File: src/rtl/rf_ctrl_pkg.sv
// rf_ctrl_pkg: shared types for the regfile access controller.
//   RF_XLEN / RF_AW : default data / address widths.
//   tag_t           : owner of the regfile slot granted in a cycle.
//   tag_entry_t     : one tag-pipeline stage (slot owner plus per-port
//                     immediate return data for x0 and write bypass).
package rf_ctrl_pkg;

    localparam int RF_XLEN = 32;
    localparam int RF_AW   = 5;

    typedef enum logic [1:0] {
        TAG_NONE = 2'd0,
        TAG_RS1  = 2'd1,
        TAG_RS2  = 2'd2,
        TAG_WR   = 2'd3
    } tag_t;

    typedef struct packed {
        tag_t               tag;
        logic               rs1_imm;
        logic               rs2_imm;
        logic [RF_XLEN-1:0] rs1_idata;
        logic [RF_XLEN-1:0] rs2_idata;
    } tag_entry_t;

endpackage

File: src/rtl/rf_starve_ctr.sv
// rf_starve_ctr: saturating starvation counter for one read port.
//   clk, rst_n : clock, async active-low reset
//   inc        : port requested but lost the slot to a write this cycle
//   clr        : port granted or request dropped (wins over inc)
//   starved    : counter has reached LIM
module rf_starve_ctr #(
    parameter int LIM = 4
) (
    input  logic clk,
    input  logic rst_n,
    input  logic inc,
    input  logic clr,
    output logic starved
);
    localparam int CW = $clog2(LIM + 1);

    logic [CW-1:0] cnt;

    always_ff @(posedge clk or negedge rst_n) begin
        if (!rst_n)
            cnt <= '0;
        else if (clr)
            cnt <= '0;
        else if (inc && (cnt != CW'(LIM)))
            cnt <= cnt + 1'b1;
    end

    assign starved = (cnt == CW'(LIM));

endmodule

File: src/rtl/regfile_arbiter.sv
// regfile_arbiter: shares a single-port regfile among rs1 read, rs2 read
// and rd writeback. One regfile operation per cycle; a 3-stage tag pipeline
// matches the regfile's latency so each read returns a one-cycle rvalid
// pulse exactly 3 edges after acceptance.
//   rs1_*/rs2_* : read request/address, comb grant, rvalid pulse, rdata
//   wr_*        : write request/address/data, comb grant
//   rf_*        : registered regfile controls; rf_r_out is regfile data
// Optional: RF_WR_BYPASS_EN forwards wr_data to a same-cycle read of the
// same nonzero address instead of making the read wait.
// XLEN must equal rf_ctrl_pkg::RF_XLEN (immediate data lives in the tag
// entry struct).
module regfile_arbiter
    import rf_ctrl_pkg::*;
#(
    parameter int XLEN       = RF_XLEN,
    parameter int AW         = RF_AW,
    parameter int STARVE_LIM = 4
) (
    input  logic            clk,
    input  logic            rst_n,
    input  logic            rs1_req,
    input  logic [AW-1:0]   rs1_addr,
    output logic            rs1_gnt,
    output logic            rs1_rvalid,
    output logic [XLEN-1:0] rs1_rdata,
    input  logic            rs2_req,
    input  logic [AW-1:0]   rs2_addr,
    output logic            rs2_gnt,
    output logic            rs2_rvalid,
    output logic [XLEN-1:0] rs2_rdata,
    input  logic            wr_req,
    input  logic [AW-1:0]   wr_addr,
    input  logic [XLEN-1:0] wr_data,
    output logic            wr_gnt,
    output logic            rf_r_enable,
    output logic            rf_w_enable,
    output logic [AW-1:0]   rf_r_select,
    output logic [AW-1:0]   rf_w_select,
    output logic [XLEN-1:0] rf_w_val,
    input  logic [XLEN-1:0] rf_r_out
);
    logic rs1_z, rs2_z, wr_z;        // x0 accesses: no slot needed
    logic rs1_byp, rs2_byp;          // read served from same-cycle write
    logic w_need, r1_need, r2_need;  // requesters that need the slot
    logic st1, st2;
    tag_t slot;
    tag_entry_t new_ent;
    tag_entry_t [3:1] pipe;

    always_comb begin
        rs1_z  = rs1_req && (rs1_addr == '0);
        rs2_z  = rs2_req && (rs2_addr == '0);
        wr_z   = wr_req  && (wr_addr  == '0);
        w_need = wr_req  && !wr_z;
`ifdef RF_WR_BYPASS_EN
        rs1_byp = rs1_req && w_need && (rs1_addr == wr_addr);
        rs2_byp = rs2_req && w_need && (rs2_addr == wr_addr);
`else
        rs1_byp = 1'b0;
        rs2_byp = 1'b0;
`endif
        r1_need = rs1_req && !rs1_z && !rs1_byp;
        r2_need = rs2_req && !rs2_z && !rs2_byp;

        // Starved ports pre-empt the write; otherwise write > rs1 > rs2.
        slot = TAG_NONE;
        if (!rst_n)                slot = TAG_NONE;
        else if (r1_need && st1)   slot = TAG_RS1;
        else if (r2_need && st2)   slot = TAG_RS2;
        else if (w_need)           slot = TAG_WR;
        else if (r1_need)          slot = TAG_RS1;
        else if (r2_need)          slot = TAG_RS2;

        // Bypassed reads ride on the write grant; if the write loses the
        // slot to a starved port, the bypassed read waits with it.
        wr_gnt  = rst_n && (wr_z || (slot == TAG_WR));
        rs1_gnt = rst_n && (rs1_z || (slot == TAG_RS1) || (rs1_byp && slot == TAG_WR));
        rs2_gnt = rst_n && (rs2_z || (slot == TAG_RS2) || (rs2_byp && slot == TAG_WR));

        new_ent           = '0;
        new_ent.tag       = (slot == TAG_NONE && wr_gnt) ? TAG_WR : slot;
        new_ent.rs1_imm   = rs1_gnt && (rs1_z || rs1_byp);
        new_ent.rs2_imm   = rs2_gnt && (rs2_z || rs2_byp);
        new_ent.rs1_idata = rs1_byp ? RF_XLEN'(wr_data) : '0;
        new_ent.rs2_idata = rs2_byp ? RF_XLEN'(wr_data) : '0;
    end

    rf_starve_ctr #(.LIM(STARVE_LIM)) u_starve_rs1 (
        .clk     (clk),
        .rst_n   (rst_n),
        .inc     (rs1_req && !rs1_gnt && (slot == TAG_WR)),
        .clr     (!rs1_req || rs1_gnt),
        .starved (st1)
    );

    rf_starve_ctr #(.LIM(STARVE_LIM)) u_starve_rs2 (
        .clk     (clk),
        .rst_n   (rst_n),
        .inc     (rs2_req && !rs2_gnt && (slot == TAG_WR)),
        .clr     (!rs2_req || rs2_gnt),
        .starved (st2)
    );

    always_ff @(posedge clk or negedge rst_n) begin
        if (!rst_n) begin
            rf_r_enable <= 1'b0;
            rf_w_enable <= 1'b0;
            rf_r_select <= '0;
            rf_w_select <= '0;
            rf_w_val    <= '0;
            pipe        <= '0;
            rs1_rvalid  <= 1'b0;
            rs2_rvalid  <= 1'b0;
            rs1_rdata   <= '0;
            rs2_rdata   <= '0;
        end else begin
            rf_r_enable <= (slot == TAG_RS1) || (slot == TAG_RS2);
            rf_w_enable <= (slot == TAG_WR);
            if (slot == TAG_RS1)      rf_r_select <= rs1_addr;
            else if (slot == TAG_RS2) rf_r_select <= rs2_addr;
            if (slot == TAG_WR) begin
                rf_w_select <= wr_addr;
                rf_w_val    <= wr_data;
            end

            pipe[1] <= new_ent;
            pipe[2] <= pipe[1];
            pipe[3] <= pipe[2];

            // Stage 3 lines up with rf_r_out for the read issued 3 edges ago.
            rs1_rvalid <= (pipe[3].tag == TAG_RS1) || pipe[3].rs1_imm;
            rs2_rvalid <= (pipe[3].tag == TAG_RS2) || pipe[3].rs2_imm;
            if (pipe[3].rs1_imm)             rs1_rdata <= XLEN'(pipe[3].rs1_idata);
            else if (pipe[3].tag == TAG_RS1) rs1_rdata <= rf_r_out;
            if (pipe[3].rs2_imm)             rs2_rdata <= XLEN'(pipe[3].rs2_idata);
            else if (pipe[3].tag == TAG_RS2) rs2_rdata <= rf_r_out;
        end
    end

endmodule

File: config.mk
export PLATFORM = sky130hd
export DESIGN_NAME = regfile_arbiter
export DESIGN_NICKNAME = d
export VERILOG_FILES = /design/src/rtl/rf_ctrl_pkg.sv /design/src/rtl/rf_starve_ctr.sv /design/src/rtl/regfile_arbiter.sv
export SDC_FILE = /design/constraint.sdc
export NUM_CORES = 1
export LEC_CHECK = 0
export BUFFER_PORTS_ARGS = -buffer_cell sky130_fd_sc_hd__clkbuf_2
export CAP_MARGIN = 20
export CORE_MARGIN = 1
export CORE_UTILIZATION = 52
export DETAILED_ROUTE_END_ITERATION = 12
export MAX_ROUTING_LAYER = met4
export PLACE_DENSITY_LB_ADDON = 0.15
export SYNTH_ARGS = -nofsm -noshare
export SYNTH_HDL_FRONTEND = slang
export SYNTH_HIERARCHICAL = 1
export SYNTH_SLANG_ARGS = --single-unit
File: constraint.sdc
create_clock -name clk -period 4.92 [get_ports clk]
set_clock_uncertainty 0.2 [all_clocks]
set_input_delay 0 -clock clk [delete_from_list [all_inputs] [get_ports clk]]
set_output_delay 0 -clock clk [all_outputs]
set_load 0.005 [all_outputs]
# Word-level counts from Yosys, hierarchy flattened
# Index checks and enable logic that the tools add are counted.
# op_classes
n_eq_ne	9
reduce_logical	44
mux	17
n_addsub	2
# ops
operator	count
two-way mux 32 bit	4
logical AND 1 bit	20
logical NOT 5 bit	3
two-way mux 2 bit	7
two-way mux 3 bit	4
two-way mux 5 bit	2
nonzero test 2 bit	5
logical OR 1 bit	8
logical NOT 1 bit	7
adder 3 x 1 -> 3 bit, second input constant	2
equality test 2 bit, second input constant	3
equality test 3 bit, second input constant	2
!= test 3 bit, second input constant	2
equality test 2 x 1 -> 1 bit, second input constant	2
logical NOT 2 bit	1
# totals
ff_bits	128
inputBits	84
elab_cells	92

# Longest topological paths before layout
# Gate-level depths: netlist (run 1).
# depth
word_depth	19
ltp_mapped	12
mapped_depth_nobuf	11

# Modules after synthesis
# Netlist (run 1), hierarchy kept.
# by_module_without_submodules
module	seq_area_each_um2	cells_each	n_inst	area_per_inst_um2
regfile_arbiter	3052.9	305	1	4511.8
rf_starve_ctr	75.1	18	2	192.7

# Worst setup path before layout (run 1)
# OpenSTA, ideal clock, no wires.
# synth_path
kind	register to register
start	reg u_starve_rs2.cnt[0]
end	reg u_starve_rs1.cnt[0]
slack_ns	1.928
stages_incl_launch_ff	13
path_buffers	2
arrival_ns	2.667
setup_ns	0.125
cell_sequence	dfrtp_1 -> inv_1 -> ha_1 -> and2_1 -> and2_1 -> a32oi_1 -> and2_1 -> ha_1 -> buf_2 -> buf_2 -> and3_1 -> a21boi_2 -> mux2_4
# synth_between
elab_chain_len	13
# synth_lines
element	line	source
from (decl)	rf_starve_ctr.sv:17	logic [CW-1:0] cnt;
from (signal assigned)	rf_starve_ctr.sv:25	cnt <= cnt + 1'b1;
equality test 3 bit (*)	rf_starve_ctr.sv:28	assign starved = (cnt == CW'(LIM));
via st2	regfile_arbiter.sv:45	logic st1, st2;
logical AND 1 bit (*)	regfile_arbiter.sv:69	else if (r2_need && st2) slot = TAG_RS2;
two-way mux 2 bit (*)	regfile_arbiter.sv:69	
two-way mux 2 bit (*)	regfile_arbiter.sv:68	else if (r1_need && st1) slot = TAG_RS1;
two-way mux 2 bit (*)	regfile_arbiter.sv:67	if (!rst_n) slot = TAG_NONE;
equality test 2 x 1 -> 1 bit	regfile_arbiter.sv:77	rs1_gnt = rst_n && (rs1_z || (slot == TAG_RS1) || (rs1_byp && slot == TAG_WR));
logical OR 1 bit	regfile_arbiter.sv:77	
logical AND 1 bit	regfile_arbiter.sv:77	
logical NOT 1 bit	regfile_arbiter.sv:91	.inc (rs1_req && !rs1_gnt && (slot == TAG_WR)),
logical AND 1 bit (2 in a row)	regfile_arbiter.sv:91	
logical AND 1 bit	rf_starve_ctr.sv:24	else if (inc && (cnt != CW'(LIM)))
nonzero test 2 bit (no line)	n/a	
to (signal assigned)	rf_starve_ctr.sv:25	
to (decl)	rf_starve_ctr.sv:17	
# The timed path passes the listed nets; every way through them passes the cells marked *.
# A chain may end at the register's enable or synchronous reset.

==> results of run 1 <==
[cell families (layout without fill, tap and decap cells)]
logic type                 after synthesis  after routing  synth area share (%)
DFF                                    128            128                  65.4
AOI/OAI and AO/OA                       90             90                  15.0
muxes                                   46             46                  10.6
and+or+nand+nor                         42             42                  4.88
buffers and inverters                   27            332                  2.12
adders and majority gates                8              8                  2.04
[through the flow]
step,utilization [%],std cells
finish,81.4,757
CTS,81.4,757
global placement,65.3,635
floorplan,-,341
detailed placement,65.3,635
global route,81.4,757
[area by class of cell]
type,count,share of cell area [%]
Inverter,8,0.401
Tap cell,111,1.86
Clock buffer,18,5.58
Timing Repair Buffer,294,26.3
Multi-Input combinational cell,186,21.5
Clock inverter,12,1.62
Sequential cell,128,42.8
[critical path, stage by stage]
cell and delay [ns]:
dlygate4sd3_1 0.53, clkbuf_2 0.12, or4_4 0.44, dlygate4sd3_1 0.58, o21ai_1 0.17, o211ai_1 0.15
a21oi_1 0.25, ha_1 0.73, buf_4 0.43, a31oi_1 0.12, nand3b_1 0.19, o211ai_1 0.09
dlygate4sd3_1 0.56
[worst paths after layout]
| kind | startpoint | to | slack [ns] | cells after the start |
|---|---|---|---|---|
| worst max-delay path | rs1_addr[4] | pipe[67] | 0.79 | 13 |
| max in group asynchronous | rst_n | rs2_rdata[11] | 3.16 | 4 |
| min in group asynchronous | rst_n | rs1_rdata[22] | 0.49 | 4 |
| worst min-delay path | wr_data[4] | rf_w_val[4] | 0.07 | 3 |
| worst max register to register | u_starve_rs1/cnt[0] | pipe[67] | 1.11 | 12 |
| worst min register to register | pipe[135] | pipe[203] | 0.15 | 0 |
[layout by cell type (no fill, tap or decap), types with 4 or more instances in the layout]
cell type and count:
a21oi_1 8, a22o_1 64, and2_1 4, and3_1 4
buf_4 7, clkbuf_16 16, clkbuf_2 195, clkinv_2 6
dfrtp_1 128, dlygate4sd3_1 91, ha_1 8, inv_1 8
mux2_2 37, mux2i_1 7, nand2_1 4, nand2b_1 5
nor2_1 9, nor2b_1 5
[timing repair]
action | 4_1_cts | 5_1_grt
hold buffers | 92 | 0
buffers inserted | 0 | 0
resized for setup | 0 | 0
hold endpoints to repair | 172 | 0
[routing by layer]
| metal | wire, um | share of wire [%] | vias up | track usage (%) |
|---|---|---|---|---|
| li1 | - | - | 1860 | - |
| met1 | 5310 | 41 | 2019 | 33.6 |
| met2 | 6700 | 52 | 165 | 49.5 |
| met3 | 670 | 5.2 | 20 | 6.45 |
| met4 | 276 | 2.1 | 0 | 11.3 |
| met5 | 0 | 0 | - | - |
[state kept, by name, summed over array words and instances (netlist names)]
register	cells
u_starve_rs1/cnt	3
rf_w_select	5
rf_w_enable	1
u_starve_rs2/cnt	3
rs2_rdata	32
rf_r_enable	1
rs1_rvalid	1
rs1_rdata	32
rs2_rvalid	1
rf_r_select	5
rf_w_val	32
pipe	12
[synth_stat cells (2+ instances only)]
cell,instances
a22o_1,64
ha_1,8
nand2b_1,5
o21ai_0,2
and4b_1,2
mux2_2,37
inv_1,8
buf_2,2
and2_1,4
o21ai_1,2
and3_1,4
nand2_1,4
nor2_1,9
o211ai_1,2
a21o_1,3
mux2i_1,7
buf_1,2
clkbuf_1,15
a21oi_1,10
a21boi_2,2
nor2b_1,5
dfrtp_1,128
nor3_1,5
mux2_4,2
[report_power, final]
| part | switching, W | internal [W] |
|---|---|---|
| Combinational | 0.000259 | 0.000345 |
| Sequential | 0.000106 | 0.00124 |
| Clock | 0.000440 | 0.000708 |
| Total | 0.000804 | 0.00229 |
==> summary.txt, run 1 <==
Die extent in y -> 99.0 um
Syn_nets -> 433
Wirelength per Cell -> 17.1 um
Vias in the first global route -> 4,336
Cell taking the most area after synthesis -> dfrtp_1
CP required -> 5.16 ns
Register area share after synthesis -> 65.4%
Initial DRT Pass Iterations -> 5
MaxCap Viol Count -> 0
Layout cell share with drive strength beyond 1 -> 43.2%
Largest net degree at the start of global routing -> 75
Netlist cell types -> 33
RSZ-0062 raised after global routing -> false
Tot Pwr -> 0.00310 W
F_max -> 242 MHz
Worst vdd ir -> 0.224 mV
Final Cycle Share -> 84.0%
Synthesis-to-finish area growth -> 52.9%
Multi-input gate area -> 1610 um2
Post-synth top flop -> dfrtp_1
PwrDens -> 414 nW/um2
Leakage -> 3.77 nW
Post-Route WL -> 13.0 mm
HPWL after DPL -> 7.44 mm
Nets -> 727
GR Overflow Total -> 0
Initial Util -> 53.3%
Site row count -> 35
Gp weighted congestion -> 0.791
CTS Root Buffer Type -> clkbuf_8
CTS tree -> yes
Synth top area cells -> dfrtp_1, a22o_1, mux2_2
Startpoint types -> input pin
Post-DRT Antenna Nets -> 0
#FFs+latches synth -> 128
Initial antenna violation count -> 0
Gate Count Post-Synth -> 341
Final hold viol count -> 0
Clock sinks -> 128
Cell area after layout -> 7490 um2
Latest clock arrival within the worst-skew pair -> 0.51 ns
Gr usage total -> 29.1%
Kind of critical path -> input pin to flop
Post-Syn Area -> 4900 um2
1st-iter DRT viols -> 118
Slew margin rel. -> 40.0%
Final setup vio count -> 0
Die W -> 99.0 um
Smallest hold slack -> 0.0651 ns
Pre-CTS WS -> 1.56 ns
Hold Path Class -> input pin to flop
CP endpoint kind -> flop
Ant diodes -> 0
Slew @ Worst Pin -> 0.900 ns
Num CTS Buffers -> 17
Status -> finished, final reports clean
Yosys top cell area share -> 65.4%
Worst EP arrival -> 4.37 ns
Fillers -> 521
Via count -> 4,064
Core Box Area -> 9200 um2
Count of port buffers added during placement -> 196
Synth warn -> 6
First-pass GRT wire length -> 21.3 mm
Setup TNS -> 0 ns
DR vias/cell -> 5.37
Seq. cell area -> 3200 um2
Deepest clock path buffer count -> 2
Drc violations -> 0
Max Fanout on Critical Path -> 22
# IOs -> 197
Reg clk slew, reported paths -> 0.06 ns
Slack of the critical path -> 0.787 ns
Die footprint -> 9810 um2
Syn avg cell area -> 14.4 um2
H-tree depth -> 4
Max-slew violations -> 0
Post-layout min period -> 4.13 ns
Post-synth EDFFs -> 0
Ys async rst share -> 100%
Placed inst area -> 6010 um2
Power figures use the tool's default switching activity.
==> run 2, diff against run 1 <==
--- a/config.mk
+++ b/config.mk
@@ -8,7 +8,7 @@
 export BUFFER_PORTS_ARGS = -buffer_cell sky130_fd_sc_hd__clkbuf_2
 export CAP_MARGIN = 20
 export CORE_MARGIN = 1
-export CORE_UTILIZATION = 52
+export CORE_UTILIZATION = 48
 export DETAILED_ROUTE_END_ITERATION = 12
 export MAX_ROUTING_LAYER = met4
 export PLACE_DENSITY_LB_ADDON = 0.15
==> constraint.sdc (replaced) <==
create_clock -name clk -period 4 [get_ports clk]
set_clock_uncertainty 0.2 [all_clocks]
set_input_delay 0 -clock clk [delete_from_list [all_inputs] [get_ports clk]]
set_output_delay 0 -clock clk [all_outputs]
set_load 0.005 [all_outputs]
==> run 2 against run 1 <==
  * First-iteration DRC count up 36%
  * Final cell count rose by 2.9%
  * Clock power grew 24%
  * Cell area is 0.28% higher
  * Critical path type unchanged
  * Hold slack improved by 0.0014 ns
  * Via count down 0.30%
  * Highest routed layer unchanged
  * Clock-buffer cell count increased by 6
  * Largest cell class unchanged
==> summary.txt, run 2 (same netlist as run 1, synthesis figures left out) <==
WHS Endpoint -> rf_w_val[21]
Die extent in y -> 103 um
Setup slack, reg-to-reg -> 0.67 ns
Post-Route WL -> 12.9 mm
CTS Root Buffer Type -> clkbuf_8
Biggest regs -> rf_w_val: 32 flops, rs1_rdata: 32 flops, rs2_rdata: 32 flops
# IOs -> 197
Drc violations -> 0
Initial antenna violation count -> 0
Final setup vio count -> 0
Nets -> 727
Via count -> 4,052
Placed inst area -> 6040 um2
Slew @ Worst Pin -> 0.877 ns
Initial Util -> 49.9%
GR Overflow Total -> 0
Largest net degree at the start of global routing -> 73
Layout cell share with drive strength beyond 1 -> 42.7%
Clock sinks -> 128
Leakage -> 3.77 nW
Count of port buffers added during placement -> 196
CP delay by family, top -> buffers and inverters
Vias in the first global route -> 4,194
DR vias/cell -> 5.20
Resized Gates After CTS -> 0
Status -> finished, final reports clean
RSZ-0062 raised after global routing -> false
MaxCap Viol Count -> 0
Worst R2R Start -> u_starve_rs1/cnt[0]
Slowest cell delay on critical path -> 0.58 ns
Hold Path Class -> input pin to flop
Most frequent cells in the layout -> clkbuf_2, dfrtp_1, dlygate4sd3_1
Gr usage total -> 26.1%
Startpoint types -> input pin
Critical path, cell by cell -> dlygate4sd3_1 -> clkbuf_2 -> or4_4 -> dlygate4sd3_1 -> o21ai_1 -> o211ai_1 -> a21oi_1 -> ha_1 -> buf_4 -> a31oi_1 -> nand3b_1 -> o211ai_1 -> dlygate4sd3_1
Number of cells on the critical path -> 13
Setup TNS -> 0 ns
Ant diodes -> 0
Die footprint -> 10,600 um2
HPWL after DPL -> 7.84 mm
Post-DRT Antenna Nets -> 0
Seq. cell area -> 3200 um2
Worst Reg-to-Reg Cells -> 12
Max Fanout on Critical Path -> 39
Latest clock arrival within the worst-skew pair -> 0.51 ns
Hold path cells -> 3
Crit-path most repeated cell -> dlygate4sd3_1
Kind of critical path -> input pin to flop
Cell area after layout -> 7510 um2
CP endpoint kind -> flop
Tot Pwr -> 0.00383 W
Layout Cells excl Fill -> 779
Multi-input gate area -> 1610 um2
1st-iter DRT viols -> 160
CP required -> 4.25 ns
F_max -> 277 MHz
Crit path buf inv count -> 5
PwrDens -> 510 nW/um2
Slew margin rel. -> 41.6%
Fillers -> 671
Slowest cell on crit path -> dlygate4sd3_1
First-pass GRT wire length -> 20.0 mm
Reg2reg end -> pipe[67]
Final Cycle Share -> 90.4%
CTS tree -> yes
Core Box Area -> 9820 um2
Reg clk slew, reported paths -> 0.05 ns
Dpl cells -> 658
Max-slew violations -> 0
Wirelength per Cell -> 16.6 um
Final Util -> 76.5%
Initial DRT Pass Iterations -> 4
Post-layout min period -> 3.61 ns
Site row count -> 36
Worst EP arrival -> 3.86 ns
Synthesis-to-finish area growth -> 53.3%
Num CTS Buffers -> 17
Final hold viol count -> 0
Gp weighted congestion -> 0.836
Most common cell after layout, fill and taps aside -> clkbuf_2
H-tree depth -> 4
Deepest clock path buffer count -> 2
Die W -> 103 um
HP Start -> wr_data[21]
Worst vdd ir -> 0.258 mV
## run 2: cell count changes in the layout (fill, tap and decap cells not counted)
cell / before / now
buf_16: 1 / 0
buf_4: 7 / 8
clkbuf_1: 1 / 4
clkbuf_8: 1 / 4
clkinv_2: 6 / 3
clkinv_4: 1 / 0
clkinvlp_4: 3 / 1
## run 2: per-layer routing
layer	track usage, %	vias up	part of all wire [%]	routed length (um)
li1	-	1854	-	-
met1	28.7	2012	39	5040
met2	44.9	161	53	6800
met3	6.98	25	6.3	819
met4	10.4	0	2.0	264
met5	-	-	0	0
## run 2: worst max-delay path by stage
stage,from,to,slack [ns]
detailed placement,u_starve_rs2/cnt[0],u_starve_rs1/cnt[0],0.98
global placement,u_starve_rs2/cnt[0],u_starve_rs1/cnt[0],1.06
CTS,rs1_addr[4],pipe[67],0.41
finish,rs1_addr[4],pipe[67],0.39
floorplan,u_starve_rs2/cnt[0],u_starve_rs1/cnt[0],1.01
global route,rs1_addr[4],pipe[67],0.17
## run 2: cell type report
class / instances / share of cell area (%)
clock inverters: 6 / 1.10
flip-flops and latches: 128 / 42.7
clock buffers: 24 / 6.27
well taps: 133 / 2.22
repair buffers: 294 / 25.9
multi-input cells: 186 / 21.4
inverters: 8 / 0.400
## run 2: what timing repair did
action,CTS,global route
hold buffers,91,0
endpoints found under the hold margin,172,0
buffers inserted,0,0
setup endpoints to repair,0,0
## run 2: power by group
part           internal, W  total (W)  leakage (nW)  switching [W]
registers          0.00153    0.00166          1.58       0.000128
clock network     0.000925    0.00143         0.271       0.000507
logic             0.000422   0.000744          1.92       0.000322
## run 2: worst min-delay path: cells and delay by family
kind,cells,cell delay (ns)
buffers and inverters,2,0.61
muxes,1,0.13
## run 2: per-stage QoR
stage	hold slack, ns	setup slack (ns)
CTS	0.0390	0.410
global route	0.0549	0.173
global placement	-0.306	1.06
finish	0.0666	0.386
floorplan	-0.496	1.01
detailed placement	-0.304	0.978
